$ cat src/rtl/spi_rx_pkg.sv
// spi_rx_pkg: shared state encoding, constants and width helper for the
// SPI return-data router (spi_rx_router and spi_rx_shifter).
package spi_rx_pkg;

    typedef enum logic [1:0] {
        IDLE    = 2'd0,
        CAPTURE = 2'd1,
        COMMIT  = 2'd2
    } state_t;

    // sel value meaning "no slave selected"
    localparam int unsigned SEL_IDLE = 32'd0;

    // Bits needed to hold any count from 0 up to and including max_val
    function automatic int cnt_width(input int max_val);
        if (max_val < 32'sd2) begin
            return 32'sd1;
        end else begin
            return $clog2(max_val + 32'sd1);
        end
    endfunction

endpackage

$ cat src/rtl/spi_rx_shifter.sv
// spi_rx_shifter: MSB-first deserialiser with a saturating bit counter.
// Once DATA_W bits have been taken, further bits are dropped so the word
// always holds the first DATA_W bits of the transfer.
module spi_rx_shifter
    import spi_rx_pkg::*;
#(
    parameter int DATA_W = 8
) (
    input  logic              clk,
    input  logic              rst,
    input  logic              clear,
    input  logic              shift_en,
    input  logic              bit_in,
    output logic [DATA_W-1:0] word,
    output logic              full
);

    localparam int CNT_W = cnt_width(DATA_W);

    logic [DATA_W-1:0] shreg_r;
    logic [CNT_W-1:0]  count_r;
    logic              full_s;

    assign full_s = (count_r == CNT_W'(DATA_W));

    // Shift register and bit counter; clear wins over a shift in the same cycle
    always_ff @(posedge clk or posedge rst) begin
        if (rst) begin
            shreg_r <= '0;
            count_r <= '0;
        end else if (clear) begin
            shreg_r <= '0;
            count_r <= '0;
        end else if (shift_en && !full_s) begin
            shreg_r <= {shreg_r[DATA_W-2:0], bit_in};
            count_r <= count_r + CNT_W'(1);
        end else begin
            shreg_r <= shreg_r;
            count_r <= count_r;
        end
    end

    assign word = shreg_r;
    assign full = full_s;

endmodule

$ cat src/rtl/spi_rx_router.sv
// spi_rx_router: steers the SPI MISO word of the selected slave into a
// per-channel output register with a valid/ack handshake and sticky overrun.
// Optional capture watchdog: define SPI_RX_TIMEOUT_EN to enable it; without
// it CAPTURE waits for done indefinitely and timeout_err stays 0.
module spi_rx_router
    import spi_rx_pkg::*;
#(
    parameter int N_CH        = 4,
    parameter int DATA_W      = 8,
    parameter int SEL_W       = 3,
    parameter int TIMEOUT_CYC = 1024
) (
    input  logic                     clk,
    input  logic                     rst,
    input  logic [SEL_W-1:0]         sel,
    input  logic                     bit_valid,
    input  logic                     bit_in,
    input  logic                     done,
    input  logic [N_CH-1:0]          ch_ack,
    output logic [N_CH*DATA_W-1:0]   ch_data,
    output logic [N_CH-1:0]          ch_valid,
    output logic [N_CH-1:0]          overrun,
    output logic                     short_err,
    output logic                     timeout_err,
    output logic                     busy
);

    state_t                        state_r;
    state_t                        state_nxt_s;
    logic [SEL_W-1:0]              ch_id_r;
    logic                          sel_ok_s;
    logic                          latch_id_s;
    logic                          shift_clear_s;
    logic                          shift_en_s;
    logic                          commit_s;
    logic                          short_pulse_s;
    logic                          tmo_pulse_s;
    logic                          tmo_hit_s;
    logic [DATA_W-1:0]             word_s;
    logic                          full_s;
    logic [N_CH-1:0][DATA_W-1:0]   ch_data_r;
    logic [N_CH-1:0]               ch_valid_r;
    logic [N_CH-1:0]               overrun_r;
    logic                          short_err_r;
    logic                          timeout_err_r;

    assign sel_ok_s = (sel != SEL_W'(SEL_IDLE)) && (sel <= SEL_W'(N_CH));

    spi_rx_shifter #(
        .DATA_W (DATA_W)
    ) u_shifter (
        .clk      (clk),
        .rst      (rst),
        .clear    (shift_clear_s),
        .shift_en (shift_en_s),
        .bit_in   (bit_in),
        .word     (word_s),
        .full     (full_s)
    );

`ifdef SPI_RX_TIMEOUT_EN
    localparam int TMO_W = cnt_width(TIMEOUT_CYC);

    logic [TMO_W-1:0] tmo_cnt_r;

    // A bit on the expiry cycle restarts the idle window instead of aborting
    assign tmo_hit_s = (state_r == CAPTURE) && !bit_valid &&
                       (tmo_cnt_r == TMO_W'(TIMEOUT_CYC - 32'sd1));

    // Idle-cycle watchdog: counts CAPTURE cycles since the last received bit
    always_ff @(posedge clk or posedge rst) begin
        if (rst) begin
            tmo_cnt_r <= '0;
        end else if ((state_r != CAPTURE) || bit_valid) begin
            tmo_cnt_r <= '0;
        end else if (!tmo_hit_s) begin
            tmo_cnt_r <= tmo_cnt_r + TMO_W'(1);
        end else begin
            tmo_cnt_r <= tmo_cnt_r;
        end
    end
`else
    assign tmo_hit_s = 1'b0;
`endif

    // FSM state register
    always_ff @(posedge clk or posedge rst) begin
        if (rst) begin
            state_r <= IDLE;
        end else begin
            state_r <= state_nxt_s;
        end
    end

    // FSM next state; done beats a watchdog expiry in the same cycle
    always_comb begin
        state_nxt_s = state_r;
        case (state_r)
            IDLE: begin
                if (sel_ok_s) begin
                    state_nxt_s = CAPTURE;
                end else begin
                    state_nxt_s = IDLE;
                end
            end
            CAPTURE: begin
                if (done) begin
                    state_nxt_s = COMMIT;
                end else if (tmo_hit_s) begin
                    state_nxt_s = IDLE;
                end else begin
                    state_nxt_s = CAPTURE;
                end
            end
            COMMIT:  state_nxt_s = IDLE;
            default: state_nxt_s = IDLE;
        endcase
    end

    // FSM control outputs; a bit arriving with done is still shifted in
    always_comb begin
        latch_id_s    = 1'b0;
        shift_clear_s = 1'b0;
        shift_en_s    = 1'b0;
        commit_s      = 1'b0;
        short_pulse_s = 1'b0;
        tmo_pulse_s   = 1'b0;
        case (state_r)
            IDLE: begin
                if (sel_ok_s) begin
                    latch_id_s    = 1'b1;
                    shift_clear_s = 1'b1;
                end else begin
                    latch_id_s    = 1'b0;
                    shift_clear_s = 1'b0;
                end
            end
            CAPTURE: begin
                shift_en_s  = bit_valid;
                tmo_pulse_s = tmo_hit_s && !done;
            end
            COMMIT: begin
                if (full_s) begin
                    commit_s = 1'b1;
                end else begin
                    short_pulse_s = 1'b1;
                end
            end
            default: begin
                commit_s = 1'b0;
            end
        endcase
    end

    // Channel id latched when a transfer starts; sel is ignored afterwards
    always_ff @(posedge clk or posedge rst) begin
        if (rst) begin
            ch_id_r <= '0;
        end else if (latch_id_s) begin
            ch_id_r <= sel - SEL_W'(1);
        end else begin
            ch_id_r <= ch_id_r;
        end
    end

    // Per-channel word registers, valid/ack handshake and sticky overrun
    always_ff @(posedge clk or posedge rst) begin
        if (rst) begin
            ch_data_r  <= '0;
            ch_valid_r <= '0;
            overrun_r  <= '0;
        end else begin
            for (int i = 0; i < N_CH; i++) begin
                if (commit_s && (ch_id_r == SEL_W'(i))) begin
                    ch_data_r[i]  <= word_s;
                    ch_valid_r[i] <= 1'b1;
                    if (ch_valid_r[i] && !ch_ack[i]) begin
                        overrun_r[i] <= 1'b1;
                    end else if (ch_ack[i]) begin
                        overrun_r[i] <= 1'b0;
                    end else begin
                        overrun_r[i] <= overrun_r[i];
                    end
                end else if (ch_ack[i]) begin
                    ch_valid_r[i] <= 1'b0;
                    overrun_r[i]  <= 1'b0;
                end else begin
                    ch_valid_r[i] <= ch_valid_r[i];
                    overrun_r[i]  <= overrun_r[i];
                end
            end
        end
    end

    // One-cycle error pulses, registered
    always_ff @(posedge clk or posedge rst) begin
        if (rst) begin
            short_err_r   <= 1'b0;
            timeout_err_r <= 1'b0;
        end else begin
            short_err_r   <= short_pulse_s;
            timeout_err_r <= tmo_pulse_s;
        end
    end

    assign ch_data     = ch_data_r;
    assign ch_valid    = ch_valid_r;
    assign overrun     = overrun_r;
    assign short_err   = short_err_r;
    assign timeout_err = timeout_err_r;
    assign busy        = (state_r != IDLE);

endmodule

$ cat config.mk
export PLATFORM = sky130hd
export DESIGN_NAME = spi_rx_router
export DESIGN_NICKNAME = d
export VERILOG_FILES = /design/src/rtl/spi_rx_pkg.sv /design/src/rtl/spi_rx_shifter.sv /design/src/rtl/spi_rx_router.sv
export SDC_FILE = /design/constraint.sdc
export NUM_CORES = 1
export LEC_CHECK = 0
export ABC_CLOCK_PERIOD_IN_PS = 1800
export CAP_MARGIN = 20
export CORE_UTILIZATION = 40
export DETAILED_ROUTE_END_ITERATION = 7
export GPL_TIMING_DRIVEN = 0
export MAX_ROUTING_LAYER = met4
export PLACE_DENSITY = 0.68
export SLEW_MARGIN = 20
export SYNTH_ARGS = -nofsm -noshare
export SYNTH_HDL_FRONTEND = slang
export SYNTH_HIERARCHICAL = 1
export SYNTH_SLANG_ARGS = --single-unit
$ cat constraint.sdc
create_clock -name clk -period 1.8 [get_ports clk]
set_input_delay 0.18 -clock clk [delete_from_list [all_inputs] [get_ports clk]]
set_output_delay 0.18 -clock clk [all_outputs]
set_load 0.01 [all_outputs]
# [After elaboration in Yosys (flattened, before gate mapping)]
# Cells that the tools add are included.
[op_classes] add_sub_neg=2 n_lt_le_gt_ge=1 n_eq_ne=6 muxes=34 reduce_logical=24
[op_table] op="$mux W1" n=28
[op_table] op="$mux W8" n=2
[op_table] op="$reduce_bool A2 Y1" n=6
[op_table] op="$logic_and A1 B1 Y1" n=10
[op_table] op="$mux W4" n=2
[op_table] op="$eq A3 B2 Y1 const B" n=2
[op_table] op="$logic_not A1 Y1" n=5
[op_table] op="$add A4 B1 Y4 const B" n=1
[op_table] op="$eq A4 B4 Y1 const B" n=1
[op_table] op="$pmux W2 S2" n=1
[op_table] op="$eq A3 B1 Y1 const B" n=1
[op_table] op="$le A3 B3 Y1 const B" n=1
[op_table] op="$logic_not A3 Y1" n=1
[op_table] op="$reduce_bool A3 Y1" n=1
[op_table] op="$sub A3 B1 Y3 const B" n=1
[op_table] op="$eq A2 B1 Y1 const B" n=1
[op_table] op="$eq A2 B2 Y1 const B" n=1
[op_table] op="$logic_not A2 Y1" n=1
[op_table] op="$mux W2" n=1
[word_totals] ff_bits=58 inputBits=12 out_inout_bits=43 elab_cells=81

# [Logic depth before layout (Yosys ltp)]
[logic_depth] ltp_word=5 depth_mapped=9 mapped_depth_nobuf=7

# [Modules after synthesis]
# The synthesis kept the hierarchy.
[modules_own_cells] mod="spi_rx_router" n_inst=1 cells_each=129 area_per_inst_um2=1856.8 seq_area_each_um2=1151.1
[modules_own_cells] mod="spi_rx_shifter" n_inst=1 cells_each=53 area_per_inst_um2=591.8 seq_area_each_um2=300.3

# [Least setup slack after synthesis]
# No wires, ideal clock.
[synth_path] path_type="flip-flop to flip-flop" start="register u_shifter.count_r[0]" end="register ch_data_r, in the netlist ch_data[24]" setup_ps=125 arrival_time_ps=1761 required_ps=1675 slack_ps=-86 path_stages_with_launch=10 n_path_buf=2 synth_period_minus_slack_ps=1886 cell_sequence="dfrtp_1 > inv_1 > ha_1 > nand3b_4 > inv_1 > and4bb_1 > buf_6 > and3_4 > buf_6 > mux2_4"
[synth_between] elab_chain_len=4
[synth_lines] element="start, declared" line="spi_rx_shifter.sv:21" source="logic [CNT_W-1:0] count_r;"
[synth_lines] element="start signal, assigned" line="spi_rx_shifter.sv:36" source="count_r <= count_r + CNT_W'(1);"
[synth_lines] element="start signal, assigned" line="spi_rx_shifter.sv:39" source="count_r <= count_r;"
[synth_lines] element="$eq A4 B4 Y1" line="spi_rx_shifter.sv:24" source="assign full_s = (count_r == CNT_W'(DATA_W));"
[synth_lines] element="named net full_s" line="spi_rx_router.sv:40" source="logic full_s;"
[synth_lines] element="$mux W1" line="spi_rx_router.sv:143" source="if (full_s) begin"
[synth_lines] element="$mux W1" line="spi_rx_router.sv:128" source="case (state_r)"
[synth_lines] element="$logic_and A1 B1 Y1" line="spi_rx_router.sv:174" source="if (commit_s && (ch_id_r == SEL_W'(i))) begin"
[synth_lines] element="end signal, assigned by index" line="spi_rx_router.sv:175" source="ch_data_r[i] <= word_s;"
[synth_lines] element="end, declared" line="spi_rx_router.sv:41" source="logic [N_CH-1:0][DATA_W-1:0] ch_data_r;"
# The timed path passes the listed nets, and every way through them passes these cells.
# A chain may end at the register's enable or synchronous reset.

# [Worst setup path after layout]
[layout_path] start="register u_shifter.count_r[1]" end="register ch_data_r, in the netlist ch_data[29]"
# The elaborated chain is that of the path after synthesis.

==> flow_metrics.py <==
metrics = {
    "timing": {
        "hold_ws_ps": 197,
        "final_hold_viol_count": 0,
        "setup_violations": 12,
        "fin_crit_sh_pct": 103,
        "tightest_slew_ps": 647,
        "relSlewSlack_pct": 56.7,
        "rsz0062_at_grt": "true",
        "fmax_mhz": 541,
        "drv_slew": 0,
        "fin_skew_ps": 9.50,
        "setup_slack_ps": -47.0,
        "finalCriticalPeriod_ps": 1850,
    },
    "die": {
        "rows": 28,
        "core_um2": 5920,
        "die_w_um": 80.2,
        "die_h_um": 80.2,
        "dieArea_um2": 6440,
        "start_util_pct": 41.4,
        "io_pins": 55,
    },
    "drt": {
        "drt_iter0_drc": 66,
        "wl_mm": 5.16,
        "vias": 1665,
        "dr.pass1.iters": 4,
        "detail-route-antenna-nets": 0,
        "detail_route.wl_per_cell_um": 15.1,
        "routed_via_density": 4.88,
        "drc": 0,
    },
    "global_routing": {
        "grtUsageTotal_pct": 18.5,
        "antenna_found_initial": 0,
        "grt_pass1_vias": 1649,
        "overflow": 0,
        "grt_first_pass_wirelength_mm": 8.25,
        "grt_max_degree": 26,
    },
    "clock_network": {
        "cts-root-buf": "clkbuf_8",
        "cts_tree": "built",
        "numCtsBuffers": 9,
        "ctsHoldBuffers": 0,
        "htreeDepth": 3,
        "insertion_delay_ps": 340,
        "cts_max_path_buffers": 2,
        "cts_num_sinks": 58,
        "clk_pin_slew_ps": 70,
    },
    "worst_setup_path": {
        "rrSetupSlack_ps": -50,
        "start_kind": "flop",
        "crit_path_start": "u_shifter/count_r[1]",
        "r2r_start": "u_shifter/count_r[1]",
        "path_class": "reg2reg",
        "crit_path_max_fanout": 6,
        "cp.arrival_ps": 2070,
        "critPathRequiredTime_ps": 2020,
        "rr_endpoint": "ch_data[29]",
        "r2r_cells": 9,
        "worst_setup_path_end_kind": "flop",
    },
    "logic_synthesis": {
        "netlist_area_um2": 2450,
        "netlist-cell-type-count": 35,
        "ys_seq_area_share_pct": 59.3,
        "synth_warnings": 6,
        "ys_seq_elements": 58,
        "synth_area_per_cell_um2": 13.5,
        "syn_inst": 182,
        "syn-num-nets": 198,
    },
    "layout": {
        "final_common_cell": "dfrtp_1",
        "nNetsFinal": 277,
        "multi_input_area_um2": 936,
        "utilization_pct": 59.0,
        "drive_above_1_share_pct": 30.8,
        "regArea_um2": 1450,
        "n_antenna_cell": 0,
        "stdcell_count": 341,
        "fill_cells": 475,
        "synthToLayoutAreaGrowth_pct": 42.8,
        "final_cell_mix": "58 x dfrtp_1, 53 x clkdlybuf4s50_1, 24 x mux2_2, 12 x buf_4",
    },
    "status": {
        "violations": "setup timing",
        "outcome": "finished, violations left",
    },
    "power_and_ir_drop": {
        "power_w": 0.00358,
        "worst_ir_drop_vdd_uv": 543,
        "leakage_nw": 1.69,
        "power.density_nw_per_um2": 1020,
    },
    "placed_design": {
        "dp.final_hpwl_mm": 3.33,
        "dp.cells": 311,
        "place.gp.congestion": 0.723,
        "port_buffers": 53,
    },
    "flow_run": {
        "maxCapViolations": 0,
    },
    "worst_hold_path": {
        "min_path_type": "in2async",
    },
}
==> cell type report <==
type	instances	share of cell area, %
sequential	58	41.5
multi-input combinational	104	26.8
timing repair buffer	68	19.4
clock buffer	9	3.54
clock inverter	7	3.33
tap	75	2.68
inverter	16	1.72
buffer	4	1.00
==> critical path, cell delays in order, from the launching register on <==
cell and delay, ps:
dfrtp_1 390, inv_2 90, ha_4 140, nand3b_4 80, inv_2 60, and4bb_1 200, buf_6 120, and3_4 220
buf_8 140, mux2_4 300
==> synthesized netlist by cell type <==
cell / count / share of area [%]
nand2b_1: 8 / 2.0
dfrtp_1: 58 / 59
nand3b_4: 1 / 0.82
a21o_1: 3 / 0.92
and3_4: 1 / 0.46
xor2_1: 2 / 0.72
buf_6: 2 / 0.92
and2_1: 1 / 0.26
or2_2: 2 / 0.51
mux2_2: 24 / 11
nand4_1: 1 / 0.26
nand3_2: 2 / 0.82
nand4b_1: 1 / 0.36
o21ai_0: 11 / 2.2
or2b_1: 1 / 0.31
nand2_1: 3 / 0.46
buf_4: 1 / 0.31
a41oi_1: 3 / 1.1
and4bb_1: 1 / 0.51
nor2_1: 8 / 1.2
a21oi_2: 1 / 0.36
a31oi_1: 1 / 0.26
or3b_1: 1 / 0.36
xnor2_1: 1 / 0.36
mux2_4: 8 / 4.9
buf_2: 1 / 0.20
mux2i_1: 7 / 2.9
conb_1: 1 / 0.15
nand3_1: 2 / 0.41
a21oi_1: 2 / 0.41
nor3b_1: 1 / 0.31
clkbuf_1: 1 / 0.15
ha_1: 4 / 2.0
nand2_2: 1 / 0.26
inv_1: 16 / 2.5
==> logic make-up (layout without fill, tap and decap cells) <==
kind of cell	after synthesis	after routing	share of synthesized area, %
compound gates	21	21	5.26
simple gates	35	36	9.35
xor+xnor	3	3	1.07
other cells	1	1	0.153
mux	39	39	18.8
fa+ha+maj	4	4	2.04
flops	58	58	59.3
buf+inv	21	104	4.04
==> registers in the layout (all words and copies together) (netlist names) <==
name               flops
ch_data               32
u_shifter/word         8
ch_valid               4
overrun                4
u_shifter/count_r      4
ch_id_r                3
state_r                2
short_err              1
==> how the worst max path moves through the flow <==
| stage | endpoint | slack [ps] | cells past startpoint |
|---|---|---|---|
| after floorplan | ch_data[24] | -10 | 9 |
| after global placement | ch_data[6] | -480 | 2 |
| after detailed placement | u_shifter/word[3] | -510 | 9 |
| after CTS | ch_data[29] | -110 | 10 |
| after global routing | ch_data[24] | -110 | 9 |
| final | ch_data[29] | -50 | 9 |
==> routing by layer <==
layer	vias up	GRT usage, %	part of all wire, %
met4	0	10.7	3.3
li1	785	-	-
met5	-	-	0
met2	40	29.2	49
met1	828	21.7	44
met3	12	4.20	2.8
==> per-stage QoR <==
stage          instance area, µm²  setup WS [ps]  TNS (ps)
3_5_place_dp                 3110           -514     -7990
4_1_cts                      3490           -107     -1000
3_3_place_gp                 3090           -482    -29120
5_1_grt                      3500           -108     -1810
6_report                     3500          -47.0      -253
2_1_floorplan                2460          -11.6     -92.4
==> repair_timing <==
action                     in CTS  in global routing
gates cloned                    1                  1
resized for setup               7                  5
pin swaps                       1                  1
setup buffers                  10                  5
setup endpoints to repair      41                 40
==> power breakdown <==
part	internal [W]	switching, W	total [W]
clock network	0.000919	0.000550	0.00147
logic	0.000297	0.000311	0.000608
registers	0.00140	0.000109	0.00150
total	0.00261	0.000969	0.00358
(Power assumes the default switching activity.)
==> edit 1: new RTL, same settings <==
Encoding of `state_t`: now one-hot (3 bits for 3 states).
--- a/src/rtl/spi_rx_pkg.sv
+++ b/src/rtl/spi_rx_pkg.sv
@@ -3,8 +3,8 @@
 package spi_rx_pkg;
 
-    typedef enum logic [1:0] {
-        IDLE    = 2'd0,
-        CAPTURE = 2'd1,
-        COMMIT  = 2'd2
+    typedef enum logic [2:0] {
+        IDLE    = 3'b001,
+        CAPTURE = 3'b010,
+        COMMIT  = 3'b100
     } state_t;
 
Function: same outputs for any inputs over 10 cycles, from zero or initial values and one cycle with rst high; not proved beyond that.
==> edit 1 against the original RTL <==
- count of clock-buffer cells in the layout grew 4
- total power fell by 14%
- via count decreased by 0.60%
- first-iteration DRC count rose by 7.6%
- final area stayed put
- sequential cell count is 1 higher
- clock skew is 0.0046 ns lower
- largest power group unchanged
- wire length decreased by 3.7%
- synthesized area up 1.5%
- setup slack better by 0.11 ns
- combinational power down 16%
==> edit 1: results (changes against the original RTL) <==
[worst_setup_path]
crit_start=state_r[0]
rr_startpoint=u_shifter/count_r[0]
crit_fanout=4  ; -2
arrival_ns=1.56  ; -0.51 ns

[power_and_ir_drop]
ir_worst_vdd_mv=0.4011  ; -26%
p_leak_nw=1.703  ; +0.49%

[placed_design]
hpwl_mm=3.374  ; +1.4%
place_congestion=0.6860  ; -5.1%
placed_area_um2=3144  ; +1.1%

[clock_tree]
clk_latency_ns=0.33
numCtsBuffers=9  ; unchanged
clk_path_buf_depth=2  ; unchanged
cts.sinks=59  ; +1.7%
cts_root_buffer=clkbuf_8

[synthesis]
ys_types=39  ; +11%
ys_warn_count=6  ; unchanged
synth.area.top_cells=dfrtp_1, mux2_2, mux2_4, mux2i_1, nand2b_1
ys_seq_area_share_pct=59.47  ; +0.19 points
synth.net_count=195  ; -1.5%
synth_common_cells=dfrtp_1, mux2_2, inv_1, mux2_4, nand2b_1

[drt]
vias=1655  ; -0.60%
wl_met1_mm=2.213  ; -3.2%
drtIter0Drc=71  ; +7.6%
dr_wl_met3_um=153  ; +4.8%
dr_wl_met2_mm=2.503  ; -1.8%
drt_first_pass_iters=4  ; unchanged
wl_per_cell_um=14.69  ; -2.8%

[global_route]
grt_max_degree=30  ; +15%
grtUsageTotal_pct=17.87  ; -0.61 points
antenna_found_initial=0  ; unchanged
grt_pass1_wl_mm=8.280  ; +0.42%

[cells_and_area]
finalNetCount=274  ; -1.1%
antennaDiodeCount=0  ; unchanged
drive_above_1_share_pct=33.46  ; +2.6 points

[floorplanning]
die-area_um2=6531  ; +1.4%

[sta]
skew_ns=0.004896  ; -0.004601 ns

[outcome]
status=finished, final reports clean

[edit 1: worst paths after layout]
path / slack, ns / to / cells past startpoint
worst max-delay path: 0.06 / busy / 2
worst min-delay path: 0.21 / ch_data[17] / 2
worst max register to register: 0.07 / ch_data[17] / 8
worst min register to register: 0.50 / ch_data[17] / 1
max in group asynchronous: 1.10 / overrun[0] / 3
min in group clk: 0.40 / overrun[1] / 2
[edit 1: kinds of logic after synthesis]
kind of cell	after synthesis	share of synthesized area, %
buffers and inverters	18	3.373
flip-flops	59	59.47
adder cells (fa/ha/maj)	3	1.511
other	1	0.1509
multiplexers	39	18.53
AO/OA/AOI/OAI	19	4.784
AND/OR/NAND/NOR	39	11.48
XOR/XNOR	2	0.7051
[edit 1: per-layer routing]
layer / GRT usage [%] / vias to the layer above
li1: - / 790
met1: 22.55 / 811
met2: 27.39 / 46
met3: 3.034 / 8
met4: 9.643 / 0
met5: - / -
[edit 1: worst max-delay path: stages, from the launching register on]
cell	delay, ns
dfstp_2	0.55
or3b_4	0.39
dlygate4sd2_1	0.29
[edit 1: metrics by stage]
| stage | worst slack [ns] | total power [W] | instances | TNS (ns) |
|---|---|---|---|---|
| finish | 0.06399 | 0.003087 | 338 | 0 |
| global route | -0.03425 | 0.003246 | 338 | -0.03922 |
| global placement | -0.4811 | 0.001923 | 308 | -29.58 |
| floorplan | 0.009514 | 0.001794 | 180 | 0 |
| detailed placement | -0.2247 | 0.001938 | 309 | -7.454 |
| CTS | 0.001246 | 0.003074 | 334 | 0 |
[edit 1: final cells by class]
| type | instances | area (um2) |
|---|---|---|
| buffer | 5 | 50.05 |
| clock buffer | 13 | 168.9 |
| clock inverter | 2 | 10.01 |
| fill | 491 | 2460 |
| inverter | 13 | 53.80 |
| multi-input combinational | 103 | 987.2 |
| sequential | 59 | 1478 |
| tap | 75 | 93.84 |
| timing repair buffer | 68 | 654.4 |
[edit 1: power breakdown]
group          switching (W)  internal (W)
registers          0.0000902       0.00140
clock network       0.000484      0.000600
logic               0.000231      0.000278
total               0.000805       0.00228
[edit 1: repair_timing]
| item | CTS | global route |
|---|---|---|
| endpoints found under the setup margin | 43 | 42 |
| pin swaps | 2 | 2 |
| setup buffers | 9 | 4 |
| hold buffers | 0 | 0 |
| cloned | 1 | 0 |
| gates resized for setup | 14 | 6 |
| endpoints found under the hold margin | 0 | 0 |
==> edit 2: new RTL, config.mk and constraints unchanged <==
Made on the original files. The option `SPI_RX_TIMEOUT_EN` is turned on by a define.
--- a/src/rtl/spi_rx_router.sv
+++ b/src/rtl/spi_rx_router.sv
@@ -3,4 +3,6 @@
 // Optional capture watchdog: define SPI_RX_TIMEOUT_EN to enable it; without
 // it CAPTURE waits for done indefinitely and timeout_err stays 0.
+`define SPI_RX_TIMEOUT_EN
+
 module spi_rx_router
     import spi_rx_pkg::*;
Function: same outputs for any inputs over 10 cycles, from zero or initial values and one cycle with rst high; that may be too few to reach the edited logic, so the function may still have changed.
==> edit 2 against the original RTL <==
- the run still ends with negative setup slack left
- critical endpoint is now ch_data[10]
- setup slack better by 0.012 ns
- highest routed layer unchanged
- worst hold slack improved by 0.040 ns
- die area up 22%
- synthesized area up 23%
- wire length grew 21%
- sequential power up 17%
- final area is 19% higher
- first-iteration DRC count increased by 61%
- utilization down 1.8 points
- clock skew grew 0.0021 ns
- sequential cell count is 12 higher
- critical path depth is the same
- total power increased by 6.8%
==> edit 2: results (changes against the original RTL) <==
[outcome]
status=complete, but fails checks
violations=negative setup slack

[placed_design]
io_buffer_count=54  ; +1.9%
placed_area_um2=3674  ; +18%
placed_cells=393  ; +26%
place_congestion=0.8354  ; +16%
hpwl_mm=3.914  ; +18%

[worst_setup_path]
crit_family=simple AND/OR/NAND/NOR gates
slowest_stage=dfrtp_1
crit_fanout=4  ; -2
worstReg2RegEnd=ch_data[10]
rr_startpoint=u_shifter/count_r[0]
crit_start=u_shifter/count_r[0]
cp-end-kind=flip-flop

[synthesis]
synth.area.top_cells=dfrtp_1, mux2_2, mux2i_1, inv_1, nand2b_1
synth_common_cells=dfrtp_1, mux2_2, inv_1, nor2_1, nand2_1
ys_types=44  ; +26%
syn_inst=240  ; +32%
synth.net_count=256  ; +29%
ys_seq_area_share_pct=58.31  ; -0.97 points
synth_ff_type=dfrtp_1

[global_route]
grt_pass1_vias=1945  ; +18%
grtUsageTotal_pct=17.76  ; -0.72 points
grt_pass1_wl_mm=9.839  ; +19%
grt_max_degree=59  ; +130%

[power_and_ir_drop]
ir_worst_vdd_mv=0.5046  ; -7.1%
p_sw_w=0.001034  ; +6.7%
p_leak_nw=1.916  ; +13%

[clock_tree]
clk_pin_slew_ns=0.08
clk_path_buf_depth=2  ; unchanged

[drt]
routed_wl_mm=6.236  ; +21%
drt_first_pass_iters=4  ; unchanged
vias_per_cell=4.967  ; +1.7%
drtIter0Drc=106  ; +61%

[sta]
tightest_slew_ns=0.7190  ; +0.07239 ns
holdWs_ns=0.2373  ; +0.04043 ns
setup_viol=14  ; +2
timing.final.ws_setup_ns=-0.03541  ; +0.01162 ns
tns_ns=-0.2485  ; +0.004998 ns
skew_ns=0.01157  ; +0.002071 ns

[cells_and_area]
final_cells=428  ; +26%
drive_above_1_share_pct=27.96  ; -2.9 points
antennaDiodeCount=0  ; unchanged
finalNetCount=340  ; +23%

## edit 2: cell count changes after synthesis, sizes merged, moves of 3 or more
cell    before  now
nand2b       8   11
nor2         8   15
dfrtp       58   70
nor3         0    5
a21oi        3    7
nand2        4   11
## edit 2: layout make-up
type,instances,area [um2]
Buffer,5,32.53
Clock buffer,11,131.4
Clock inverter,5,82.58
Fill cell,632,3103
Inverter,16,66.31
Multi-Input combinational cell,149,1245
Sequential cell,70,1753
Tap cell,99,123.9
Timing Repair Buffer,72,708.2
Timing Repair inverter,1,7.507
## edit 2: per-layer routing
| layer | global-route usage, % | wire length (um) | up-vias |
|---|---|---|---|
| met4 | 9.238 | 127 | 0 |
| met5 | - | 0 | - |
| met3 | 2.799 | 180 | 9 |
| met1 | 23.49 | 2852 | 1057 |
| li1 | - | - | 1015 |
| met2 | 26.36 | 3075 | 45 |
## edit 2: cells by family after synthesis
kind of cell	Yosys count	share of synthesized area (%)
compound gates	28	5.831
xor+xnor	6	1.750
fa+ha+maj	4	1.666
buf+inv	22	3.124
flops	70	58.31
mux	40	14.66
simple gates	70	14.66
## edit 2: power by group through the flow
stage                     sequential [W]  clock [W]  combinational (W)
after detailed placement         0.00178          0           0.000565
after CTS                        0.00174    0.00141           0.000640
after global routing             0.00177    0.00148           0.000782
after floorplan                  0.00175          0           0.000416
final                            0.00175    0.00137           0.000707
after global placement           0.00177          0           0.000554
## edit 2: repair_timing
action	in CTS	in global routing
setup buffers	11	7
cloned	1	1
setup endpoints to repair	42	49
endpoints found under the hold margin	0	0
resized for setup	10	19
pin swaps	2	3
## edit 2: through the flow
stage,total power (W),setup WS (ns)
after floorplan,0.002170,-0.01949
after global placement,0.002325,-0.8738
after detailed placement,0.002341,-0.3694
after CTS,0.003789,-0.05907
after global routing,0.004030,-0.1012
final,0.003824,-0.03541
